File: src/rtl/bus_arbiter4.sv
// rtl/bus_arbiter4.sv - 4-way round-robin bus arbiter with one dead cycle between owners.
// Define BUS_ARB_TIMEOUT_EN to add forced release after MAX_HOLD grant cycles.
module bus_arbiter4 #(
   parameter int MAX_HOLD = 8,
   parameter int CNT_W    = 8
) (
   input  logic       clk,
   input  logic       rst,
   input  logic [3:0] req,
   output logic [3:0] gnt,
   output logic [1:0] sel,
   output logic       bus_en,
   output logic       timeout
);

   typedef enum logic [1:0] {IDLE = 2'd0, GRANT = 2'd1, TURN = 2'd2} state_t;

   state_t     state, state_nx;
   logic [1:0] ptr, ptr_nx;
   logic [1:0] owner, owner_nx;
   logic [1:0] win;
   logic       win_vld;
   logic       expire;
   logic [3:0] gnt_nx;
   logic [1:0] sel_nx;
   logic       bus_en_nx;

   generate
      if (MAX_HOLD < 2 || MAX_HOLD > 255 || (2 ** CNT_W) <= MAX_HOLD) begin : g_bad_param
         $error("bus_arbiter4: MAX_HOLD must be 2..255 and fit in CNT_W bits");
      end
   endgenerate

   // Descending scan so the requester closest above ptr is written last and wins.
   always_comb begin
      win     = 2'd0;
      win_vld = 1'b0;
      for (int i = 3; i >= 0; i--) begin
         if (req[ptr + 2'(i)]) begin
            win     = ptr + 2'(i);
            win_vld = 1'b1;
         end
      end
   end

`ifdef BUS_ARB_TIMEOUT_EN
   logic [CNT_W-1:0] hold_cnt;
   logic             timeout_nx;

   always_ff @(posedge clk or posedge rst) begin
      if (rst)
         hold_cnt <= '0;
      else if (state == GRANT && state_nx == GRANT)
         hold_cnt <= hold_cnt + CNT_W'(1);
      else
         hold_cnt <= '0;
   end

   assign expire = (state == GRANT) && (hold_cnt == CNT_W'(MAX_HOLD - 1));

   always_comb begin
      timeout_nx = (state == GRANT) && req[owner] && expire;
   end

   always_ff @(posedge clk or posedge rst) begin
      if (rst)
         timeout <= 1'b0;
      else
         timeout <= timeout_nx;
   end
`else
   assign expire  = 1'b0;
   assign timeout = 1'b0;
`endif

   always_ff @(posedge clk or posedge rst) begin
      if (rst) begin
         state  <= IDLE;
         ptr    <= 2'd0;
         owner  <= 2'd0;
         gnt    <= 4'd0;
         sel    <= 2'd0;
         bus_en <= 1'b0;
      end else begin
         state  <= state_nx;
         ptr    <= ptr_nx;
         owner  <= owner_nx;
         gnt    <= gnt_nx;
         sel    <= sel_nx;
         bus_en <= bus_en_nx;
      end
   end

   always_comb begin
      state_nx = state;
      ptr_nx   = ptr;
      owner_nx = owner;
      case (state)
         IDLE, TURN: begin
            if (win_vld) begin
               state_nx = GRANT;
               owner_nx = win;
               ptr_nx   = win + 2'd1;
            end else begin
               state_nx = IDLE;
            end
         end
         GRANT: begin
            if (!req[owner] || expire)
               state_nx = TURN;
         end
         default: state_nx = IDLE;
      endcase
   end

   // Outputs are computed from the next state so they register alongside it.
   always_comb begin
      gnt_nx    = 4'd0;
      sel_nx    = 2'd0;
      bus_en_nx = 1'b0;
      if (state_nx == GRANT) begin
         gnt_nx    = 4'b0001 << owner_nx;
         sel_nx    = owner_nx;
         bus_en_nx = 1'b1;
      end
   end

endmodule

File: config.mk
export PLATFORM = sky130hd
export DESIGN_NAME = bus_arbiter4
export DESIGN_NICKNAME = d
export VERILOG_FILES = /design/src/rtl/bus_arbiter4.sv
export SDC_FILE = /design/constraint.sdc
export NUM_CORES = 1
export LEC_CHECK = 0
export BUFFER_PORTS_ARGS = -buffer_cell sky130_fd_sc_hd__buf_4
export CORE_AREA = 3 3 40 42
export DETAILED_ROUTE_END_ITERATION = 7
export DIE_AREA = 0 0 43 45
export PLACE_DENSITY = 0.72
export SLEW_MARGIN = 20
export SYNTH_ARGS = -nofsm -noshare
export SYNTH_HDL_FRONTEND = slang
export SYNTH_SLANG_ARGS = --single-unit
File: constraint.sdc
create_clock -name clk -period 4.3 [get_ports clk]
set_input_delay 0.43 -clock clk [delete_from_list [all_inputs] [get_ports clk]]
set_output_delay 0.43 -clock clk [all_outputs]
set_load 0.005 [all_outputs]
# Word-level counts from Yosys, hierarchy flattened
# Index checks and enable logic that the tools add are counted.
# totals
register_bits	13
output_inout_bits	8
# classes
n_addsub	4
order_cmp	5
eq_ne	3
shift	1
n_mux	26
n_reduce_logical	3
# op_table
cell	count
$mux 2	8
$lt 2x3->1 const B	5
$mux 1	11
$bmux 1 s2	5
$add 2x1->2 const B	2
$add 2x2->2 const B	2
$eq 2x1->1 const B	2
$mux 4	1
$pmux 2 s2	1
$shl 1x2->4 const A	1
$eq 2x2->1 const B	1
$logic_not 2->1	1
$reduce_and 2->1	1
$reduce_or 2->1	1

# Depth between registers and ports, before layout
# Gate-level depths: netlist (run 1).
# logic_depth
ltp_word	11
ltp_mapped	6

# Least setup slack after synthesis (run 1)
# Ideal clock, no wire load.
# synth_timing
path_kind	reg2reg
start	reg ptr[1]
end	reg gnt[1]
setup_time_ns	0.073
arrival_time_ns	1.324
t_required_ns	4.227
path_slack_ns	2.903
path_stages_with_launch	7
n_path_buf	0
period_less_slack_ns	1.397
cell_sequence	dfrtp_1 and2b_4 a2111oi_2 nor3_1 a21oi_4 inv_2 nor2_1
# synth_via
elab_chain_cells	11
# synth_rtl
element	line_no	rtl
from (decl)	19	logic [1:0] ptr, ptr_nx;
from (signal assigned)	86	ptr <= ptr_nx;
$add 2x2->2	39, 40	
$bmux 1 s2	39	if (req[ptr + 2'(i)]) begin
$mux 1 (implied by the code)	39	
$mux 2 / $mux 1 (equally long branches) (4 in a row)	39	
$mux 2 (*)	100	if (win_vld) begin
$mux 2 (*)	98	case (state)
named net owner_nx[1]	20	logic [1:0] owner, owner_nx;
$shl 1x2->4 (*)	122	gnt_nx = 4'b0001 << owner_nx;
$mux 4 (*)	121	if (state_nx == GRANT) begin
named net gnt_nx[1]	24	logic [3:0] gnt_nx;
to (signal assigned)	88	gnt <= gnt_nx;
to (decl)	10	output logic [3:0] gnt,
# The timed path passes the listed nets; every way through them passes the cells marked *. The select of a mux whose other input is x is not followed.
# A chain may end at the register's enable or synchronous reset.

# Worst setup path in the final report (run 1)
# Same ends and word-level chain as after synthesis.

==> results list, run 1 <==
- Global-route wire length before repair: approximately 1.8 mm
* Worst Setup End Kind: register
* Core area: 0.00128 mm^2
* Number of antenna violations at the first check in global routing: 0
- CP Launch Type: register
- For this run, design rule violations remaining after detail routing come to 0.
- Placement row count: 13
* Worst skew pair latency: between 0.2 and 0.3 ns
- Share of flip-flops with an asynchronous set or reset after synthesis: 100%
- TritonCTS created 3 clock buffers.
- Final-report hold violation count: 0
- Post-synth net total: between 50 and 60
- Commonest cells in the netlist: sky130_fd_sc_hd__dfrtp_1 (13), sky130_fd_sc_hd__nor2_1 (8), sky130_fd_sc_hd__nand2_1 (4)
* Total setup violations reported at the end of the flow: 0
- Net switching power figure: 0.189 mW
* Average detailed-routed wire length per instance: 12.4 um
* Combinational share of power: ~45%
- Post-Syn Instances: 53
* Worst VDD drop: about 0.00027 V
* Gr ovfl total: 0
- The die is around 45 um tall.
- The path class of the tightest hold or removal check is in2async.
- Once the floorplan was initialized, standard cells occupied around 47% of the core.
- Flops & latches, synth: 13
* Post-DRT Antenna Nets: 0
- For this design the static power due to leakage is approximately 0.35 nW.
- For the worst setup path, the data required time is roughly 4.5 ns.
- Cell types occupying the most area after synthesis: sky130_fd_sc_hd__dfrtp_1 (54%), sky130_fd_sc_hd__nor2_1 (5.0%), sky130_fd_sc_hd__a221oi_4 (4.3%)
- Die Area: about 0.0019 mm^2
* Critical path fanouts, max: 6
* Clock group share of total power: approximately 14%
* EDFF count, synth: 0
* Number of buffers on the longest clock path: 2
* Count of maximum capacitance violations: 0
* Setup fix buffers added after clock tree synthesis: 0
- The worst setup path is of the reg2reg kind.
- Biggest area consumer among synthesized cells: sky130_fd_sc_hd__dfrtp_1
* Share of the clock period used by the worst path: a little over a third
- The count of buffers added on input and output ports is 12.
- Dividing total power by cell area gives a power density of 711 mW/mm^2.
- Net count reported at finish: 75
* Via count of the first global-routing pass: between 400 and 500
- Net switching is 36.2% of the power.
- Post-synth top area share: 53.7%
- Num Clock Sinks: 13
- Number of top-level design ports: 14
* Count of vias placed by the detailed router: 411
- Time the worst path needs with I/O delays and setup: approximately 1.5 ns
- In this run, post-CTS hold repair placed 0 buffers.
* Number of iterations in the first detailed-routing pass: 4
- Most repeated cell in the gate-level netlist after synthesis: sky130_fd_sc_hd__dfrtp_1
- Wires add up to around 1.0 mm.
* Sum of negative setup slack: 0 ns
- Number of antenna cells inserted: 0
- In the routed layout, each cell is associated on average with a via count of 4.95.
* Post-layout total power: roughly 0.52 mW
- After clock tree synthesis, the clock-pin slew on the worst setup and hold paths is about 0.09 ns.
- For this run, the top clock speed supported by timing is roughly 650 MHz.
- Total GRT Usage: approximately 13%
- Die Wd: roughly 43 um
* Cts repair resizes: 0
- Max-slew violations: 0
- Synthesis-to-finish area growth: 21.1%
- At the end of routability-driven placement, the weighted congestion stood at between 0.8 and 0.9.
- Among all flip-flop cells after synthesis, the most frequent one is sky130_fd_sc_hd__dfrtp_1.
* Mapped Avg Cell Area: between 10 and 15 um^2
- Total non-filler cell area in the finished layout: 733 um^2
- Of the synthesized area, sequential elements account for a little over half.
* Total placed instance area: a little over 700 um^2
- In this run the clock root is driven by a sky130_fd_sc_hd__clkbuf_4.
- Entering global routing, the biggest net connects 14 pins.
* Warning count from the yosys run: 0
- Share of cells above drive strength 1: a little over a third
- Skew final: between 0.01 and 0.015 ns
* Seq pwr share: 41.1%
- Internal power summed over all cells: 0.332 mW
- Status: complete, no violations
- The synthesized netlist occupies a cell area of roughly 610 um^2.
- RSZ-0062 raised after global routing: no
* Crit path DAT: approximately 1.7 ns
* Number of different library cells in the post-synthesis netlist: 25
- The first routing iteration left 7 violations.
- H-tree levels: 1
- TritonCTS built the clock tree.
-- cells in the final DEF, fill, tap and decap left out --
cell and instances:
sky130_fd_sc_hd__mux2i_1 1, sky130_fd_sc_hd__nor2b_1 2, sky130_fd_sc_hd__conb_1 1, sky130_fd_sc_hd__o22a_1 1, sky130_fd_sc_hd__a32oi_1 1, sky130_fd_sc_hd__dfrtp_1 13
sky130_fd_sc_hd__clkbuf_1 1, sky130_fd_sc_hd__nor3b_1 1, sky130_fd_sc_hd__inv_1 3, sky130_fd_sc_hd__o21ai_0 1, sky130_fd_sc_hd__and2b_4 1, sky130_fd_sc_hd__xnor2_1 1
sky130_fd_sc_hd__a21oi_1 3, sky130_fd_sc_hd__clkbuf_4 3, sky130_fd_sc_hd__nor3_1 1, sky130_fd_sc_hd__mux4_2 1, sky130_fd_sc_hd__a21oi_2 1, sky130_fd_sc_hd__mux2_2 1
sky130_fd_sc_hd__nand2b_1 1, sky130_fd_sc_hd__a21oi_4 1, sky130_fd_sc_hd__buf_4 12, sky130_fd_sc_hd__nor2_1 8, sky130_fd_sc_hd__nand2_1 4, sky130_fd_sc_hd__a2111oi_2 1
sky130_fd_sc_hd__o21a_1 1, sky130_fd_sc_hd__inv_2 2, sky130_fd_sc_hd__a221oi_4 1
-- area by class of cell --
type	instances	area [um^2]
Clock buffer	4	26.3
Fill cell	106	552
Inverter	5	18.8
Multi-Input combinational cell	34	254
Sequential cell	13	325
Tap cell	15	18.8
Timing Repair Buffer	12	90.1
-- stage by stage --
stage | instances | hold WS (ns) | setup slack, ns | util, %
floorplan | 53 | 0.307 | 2.90 | -
global placement | 79 | 0.466 | 2.75 | 55.0
detailed placement | 79 | 0.481 | 2.75 | 55.0
CTS | 83 | 0.182 | 2.74 | 57.1
global route | 83 | 0.207 | 2.60 | 57.1
finish | 83 | 0.161 | 2.76 | 57.1
-- per-layer routing --
| metal | share of wire (%) | global-route usage [%] |
|---|---|---|
| met5 | 0 | 0 |
| met3 | 3.2 | 2.39 |
| met4 | 1.7 | 7.23 |
| met2 | 52 | 23.1 |
| met1 | 43 | 13.6 |
-- cell families (layout without fill, tap and decap cells) --
family | count (synthesis) | after routing | synth area share (%)
flops | 13 | 13 | 53.7
mux | 3 | 3 | 7.23
other cells | 1 | 1 | 0.619
simple gates | 18 | 18 | 14.3
compound gates | 11 | 11 | 18.4
xor+xnor | 1 | 1 | 1.45
buf+inv | 6 | 21 | 4.34
-- sequential cells by signal (all words and copies together), names as in the netlist --
signal	cells
state	2
gnt	4
bus_en	1
owner	2
sel	2
ptr	2
-- power groups by stage --
stage	clock [mW]	sequential (mW)	combinational, mW
2_1_floorplan	0	0.214	0.162
3_3_place_gp	0	0.215	0.231
3_5_place_dp	0	0.218	0.235
4_1_cts	0.0753	0.216	0.236
5_1_grt	0.0819	0.222	0.261
6_report	0.0738	0.214	0.233
-- worst max-delay path, cell delays in order (launching register included) --
cell	delay (ns)
sky130_fd_sc_hd__dfrtp_1	0.45
sky130_fd_sc_hd__and2b_4	0.21
sky130_fd_sc_hd__a2111oi_2	0.34
sky130_fd_sc_hd__nor3_1	0.13
sky130_fd_sc_hd__a21oi_4	0.17
sky130_fd_sc_hd__inv_2	0.06
sky130_fd_sc_hd__nor2_1	0.09
-- final timing paths --
kind	from	slack (ns)	to	cells after the start
min in group clk	state[1]	0.55	state[1]	2
max reg2reg	ptr[1]	2.76	gnt[1]	6
min reg2reg	state[1]	0.55	state[1]	2
max	ptr[1]	2.76	gnt[1]	6
max in group asynchronous	rst	3.81	gnt[1]	2
min	rst	0.16	bus_en	2
(Power assumes the default switching activity.)
==> inputs of run 2 (changes only) <==
--- a/config.mk
+++ b/config.mk
@@ -5,11 +5,12 @@
 export SDC_FILE = /design/constraint.sdc
 export NUM_CORES = 1
 export LEC_CHECK = 0
+export ABC_AREA = 1
 export BUFFER_PORTS_ARGS = -buffer_cell sky130_fd_sc_hd__buf_4
-export CORE_AREA = 3 3 40 42
+export CORE_MARGIN = 3
+export CORE_UTILIZATION = 53
 export DETAILED_ROUTE_END_ITERATION = 7
-export DIE_AREA = 0 0 43 45
-export PLACE_DENSITY = 0.72
+export PLACE_DENSITY = 0.79
 export SLEW_MARGIN = 20
 export SYNTH_ARGS = -nofsm -noshare
 export SYNTH_HDL_FRONTEND = slang
==> constraint.sdc (replaced) <==
create_clock -name clk -period 1.5 [get_ports clk]
set_input_delay 0.15 -clock clk [delete_from_list [all_inputs] [get_ports clk]]
set_output_delay 0.15 -clock clk [all_outputs]
set_load 0.005 [all_outputs]
==> results list, run 2 <==
- The total routed wirelength came to 2.49 mm (+140%).
- Share of cells above drive strength 1: 51.8% (+16 points)
- The flow ran to the end, but the final reports show violations.
- The clock latency at the later pin of the worst-skew pair is 0.27 ns (about the same).
* Post-synth top area share: 38.9% (-15 points)
* Share of flip-flops with an asynchronous set or reset after synthesis: 100% (unchanged)
- The arrival time of the worst setup path came to 1.96 ns (+0.23 ns).
- Commonest cells in the netlist: sky130_fd_sc_hd__nand2_1 (34), sky130_fd_sc_hd__dfrtp_1 (13), sky130_fd_sc_hd__inv_1 (13)
- Number of DRC violations after detailed-routing iteration 0: 19 (+12)
- Destination of the worst hold path: state[1]
* Worst r2r dst: gnt[2]
- Total GRT Usage: 20.8% (+8.2 points)
* Number of vias per cell after detailed routing: 5.47 (+10%)
* Number of antenna violations at the first check in global routing: 0 (unchanged)
- Highest Clock Rate: 572 MHz (-12%)
- Most common library cell in the layout ignoring fill and taps: sky130_fd_sc_hd__nand2_1
- Ranked by total cell area, the synthesized netlist is headed by sky130_fd_sc_hd__dfrtp_1 (39%), sky130_fd_sc_hd__nand2_1 (15%), sky130_fd_sc_hd__nand2_2 (9.0%).
- The number of global-route vias before repair came to 745 (+83%).
- The die extent in y came to 45.7 um (+1.6%).
- The largest total area in the synthesized netlist belongs to sky130_fd_sc_hd__dfrtp_1.
- The average cell area after synthesis was 7.28 um^2 (-36%).
- The critical path data required time came to 1.71 ns (-2.78 ns).
- Max-slew violations: 0 (unchanged)
* Final standard cell count with taps included and fillers excluded: 156 (+88%)
- Average detailed-routed wire length per instance: 15.9 um (+28%)
- Most repeated cell in the gate-level netlist after synthesis: sky130_fd_sc_hd__nand2_1
* Commonest cells after routing, fill and taps aside: sky130_fd_sc_hd__nand2_1 (23), sky130_fd_sc_hd__buf_4 (21), sky130_fd_sc_hd__nand2_4 (17)
- TritonCTS built the clock tree.
- Synthesis-to-finish area growth: 45.3%
* Number of top-level design ports: 14 (unchanged)
- Critical register-to-register path startpoint: ptr[0]
- The flip-flop count of the largest register after layout was 4 (unchanged).
* Global placement routability congestion: 0.884 (+9.5%)
- # DRC: 0 (unchanged)
- The residual overflow from global routing came to 0 (unchanged).
- Flop2flop setup slack: -0.25 ns (-3.01 ns)
- The via total after detailed routing is 853 (+110%).
- Number of antenna cells inserted: 0 (unchanged)
* H-tree levels: 1 (unchanged)
- The post-synthesis instance area came to 837 um^2 (+38%).
* Number of cells on the worst hold path: 4
- The total negative setup slack was -1.85 ns (-1.85 ns).
- Length in cells of the worst reg-to-reg path: 12 (+6)
- Category of the critical setup timing path: reg2reg
* Count of maximum capacitance violations: 0 (unchanged)
* Share of the clock period used by the worst path: 116% (+81 points)
- Time the worst path needs with I/O delays and setup: 1.75 ns (+0.208 ns)
* Total setup violations reported at the end of the flow: 12 (+12)
* Post-DRT Antenna Nets: 0 (unchanged)
- Post-synthesis sequential area ratio: 38.9% (-15 points)
- The clock-pin slew on the worst setup and hold paths is 0.08 ns (about the same).
- Warning count from the yosys run: 0 (unchanged)
- Critical path fanouts, max: 5 (-1)
* CP Launch Type: register
* Number of different library cells in the post-synthesis netlist: 19 (-24%)
- Top flip-flop cell by instance count after synthesis: sky130_fd_sc_hd__dfrtp_1
- RSZ-0062 raised after global routing: yes
- The pin count of the biggest net entering global routing came to 14 (unchanged).
- Flops & latches, synth: 13 (unchanged)
- Global-route wire length before repair: 3.03 mm (+73%)
* Initial core utilization: 60.5% (+13 points)
* Number of iterations in the first detailed-routing pass: 4 (unchanged)
- Placed cell count: 145 (+84%)
- EDFF count, synth: 0 (unchanged)
* Largest register by flop count: gnt
- The total count of hold-check failures in the final report is 0 (unchanged).
* Die Wd: 45.7 um (+6.4%)
- Placement row count: 13 (unchanged)
- Skew final: 0.00684 ns (-0.00797 ns)
- Total placed instance area: 977 um^2 (+38%)
* Core area: 0.00138 mm^2 (+7.6%)
* Number of buffers added by the clock tree synthesis step: 3 (unchanged)
- The count of filler cells inserted in the layout came to 71 (-33%).
- Post-layout util: 88.0% (+31 points)
- The count of buffers from port buffering was 12 (unchanged).
* Net count reported at finish: 148 (+97%)
* Kind of path behind the tightest hold check: in2reg
- The clock sink total was 13 (unchanged).
- The worst path setup slack after routing is -0.247 ns (-3.01 ns).
- Total non-filler cell area in the finished layout: 0.00122 mm^2 (+66%)
- After legalization and detailed placement, the total HPWL measured approximately 1.4 mm.
- The maximum root-to-sink buffer count is 2 (unchanged).
* Root Buffer: sky130_fd_sc_hd__clkbuf_4
- The post-synthesis net count was 121 (+110%).
- Startpoint of the most critical hold path: req[3]
* Worst Setup End Kind: register
- Die Area: 0.00209 mm^2 (+8.1%)
* Post-Syn Instances: 115 (+120%)
- The checks that failed: negative setup slack.
[run 2: cell families (layout without fill, tap and decap cells)]
kind of cell           after synthesis  in the layout  synth area share [%]
AOI/OAI and AO/OA                   10             10                  7.32
buffers and inverters               20             46                  10.3
DFF                                 13             13                  38.9
other                                1              1                 0.448
and+or+nand+nor                     71             71                  43.0
[run 2: layout make-up]
type	count	area, um^2	share of cell area (%)
multi-input combinational	82	558	45.9
sequential	13	328	27.0
timing repair buffer	24	213	17.5
inverter	18	72.6	5.97
clock buffer	4	26.3	2.16
tap	15	18.8	1.54
[run 2: worst max-delay path by stage]
stage | start | to | slack, ns | cells after the start
2_1_floorplan | ptr[0] | gnt[2] | 0.05 | 11
3_3_place_gp | ptr[0] | gnt[3] | -0.09 | 11
3_5_place_dp | ptr[0] | sel[1] | -0.13 | 11
4_1_cts | ptr[0] | gnt[1] | -0.11 | 11
5_1_grt | ptr[0] | gnt[2] | -0.36 | 12
6_report | ptr[0] | gnt[2] | -0.25 | 12
[run 2: timing repair]
item,CTS,global route
cloned,0,1
hold endpoints to repair,13,0
hold buffers,1,0
endpoints found under the setup margin,9,12
pin swaps,1,20
resized for setup,4,34
setup buffers,1,4
[run 2: through the flow]
stage	hold WS (ns)	setup WS, ns
6_report	0.239	-0.247
5_1_grt	0.302	-0.355
4_1_cts	0.206	-0.112
3_5_place_dp	0.188	-0.131
3_3_place_gp	0.187	-0.0941
2_1_floorplan	0.0270	0.0535
[run 2: worst max-delay path: stages (launching register included)]
cell and delay, ns:
sky130_fd_sc_hd__dfrtp_2 0.47, sky130_fd_sc_hd__buf_12 0.16, sky130_fd_sc_hd__o21ai_2 0.21, sky130_fd_sc_hd__nand2_1 0.12
sky130_fd_sc_hd__nand2_1 0.09, sky130_fd_sc_hd__inv_2 0.04, sky130_fd_sc_hd__nand2_2 0.10, sky130_fd_sc_hd__inv_2 0.04
sky130_fd_sc_hd__nand2_2 0.09, sky130_fd_sc_hd__nand3_4 0.11, sky130_fd_sc_hd__nand2_4 0.11, sky130_fd_sc_hd__inv_4 0.05
sky130_fd_sc_hd__nor2_4 0.10
[run 2: metal layers]
layer	global-route usage (%)	share of wire (%)	vias up
met3	5.53	4.4	14
met4	10.8	4.3	0
met5	0	0	-
li1	-	-	402
met2	35.1	52	28
met1	23.8	39	409
Power of run 2 is left out: the tool's default activity adds up to more than one toggle a clock period on the data nets, which glitch-free logic cannot reach.
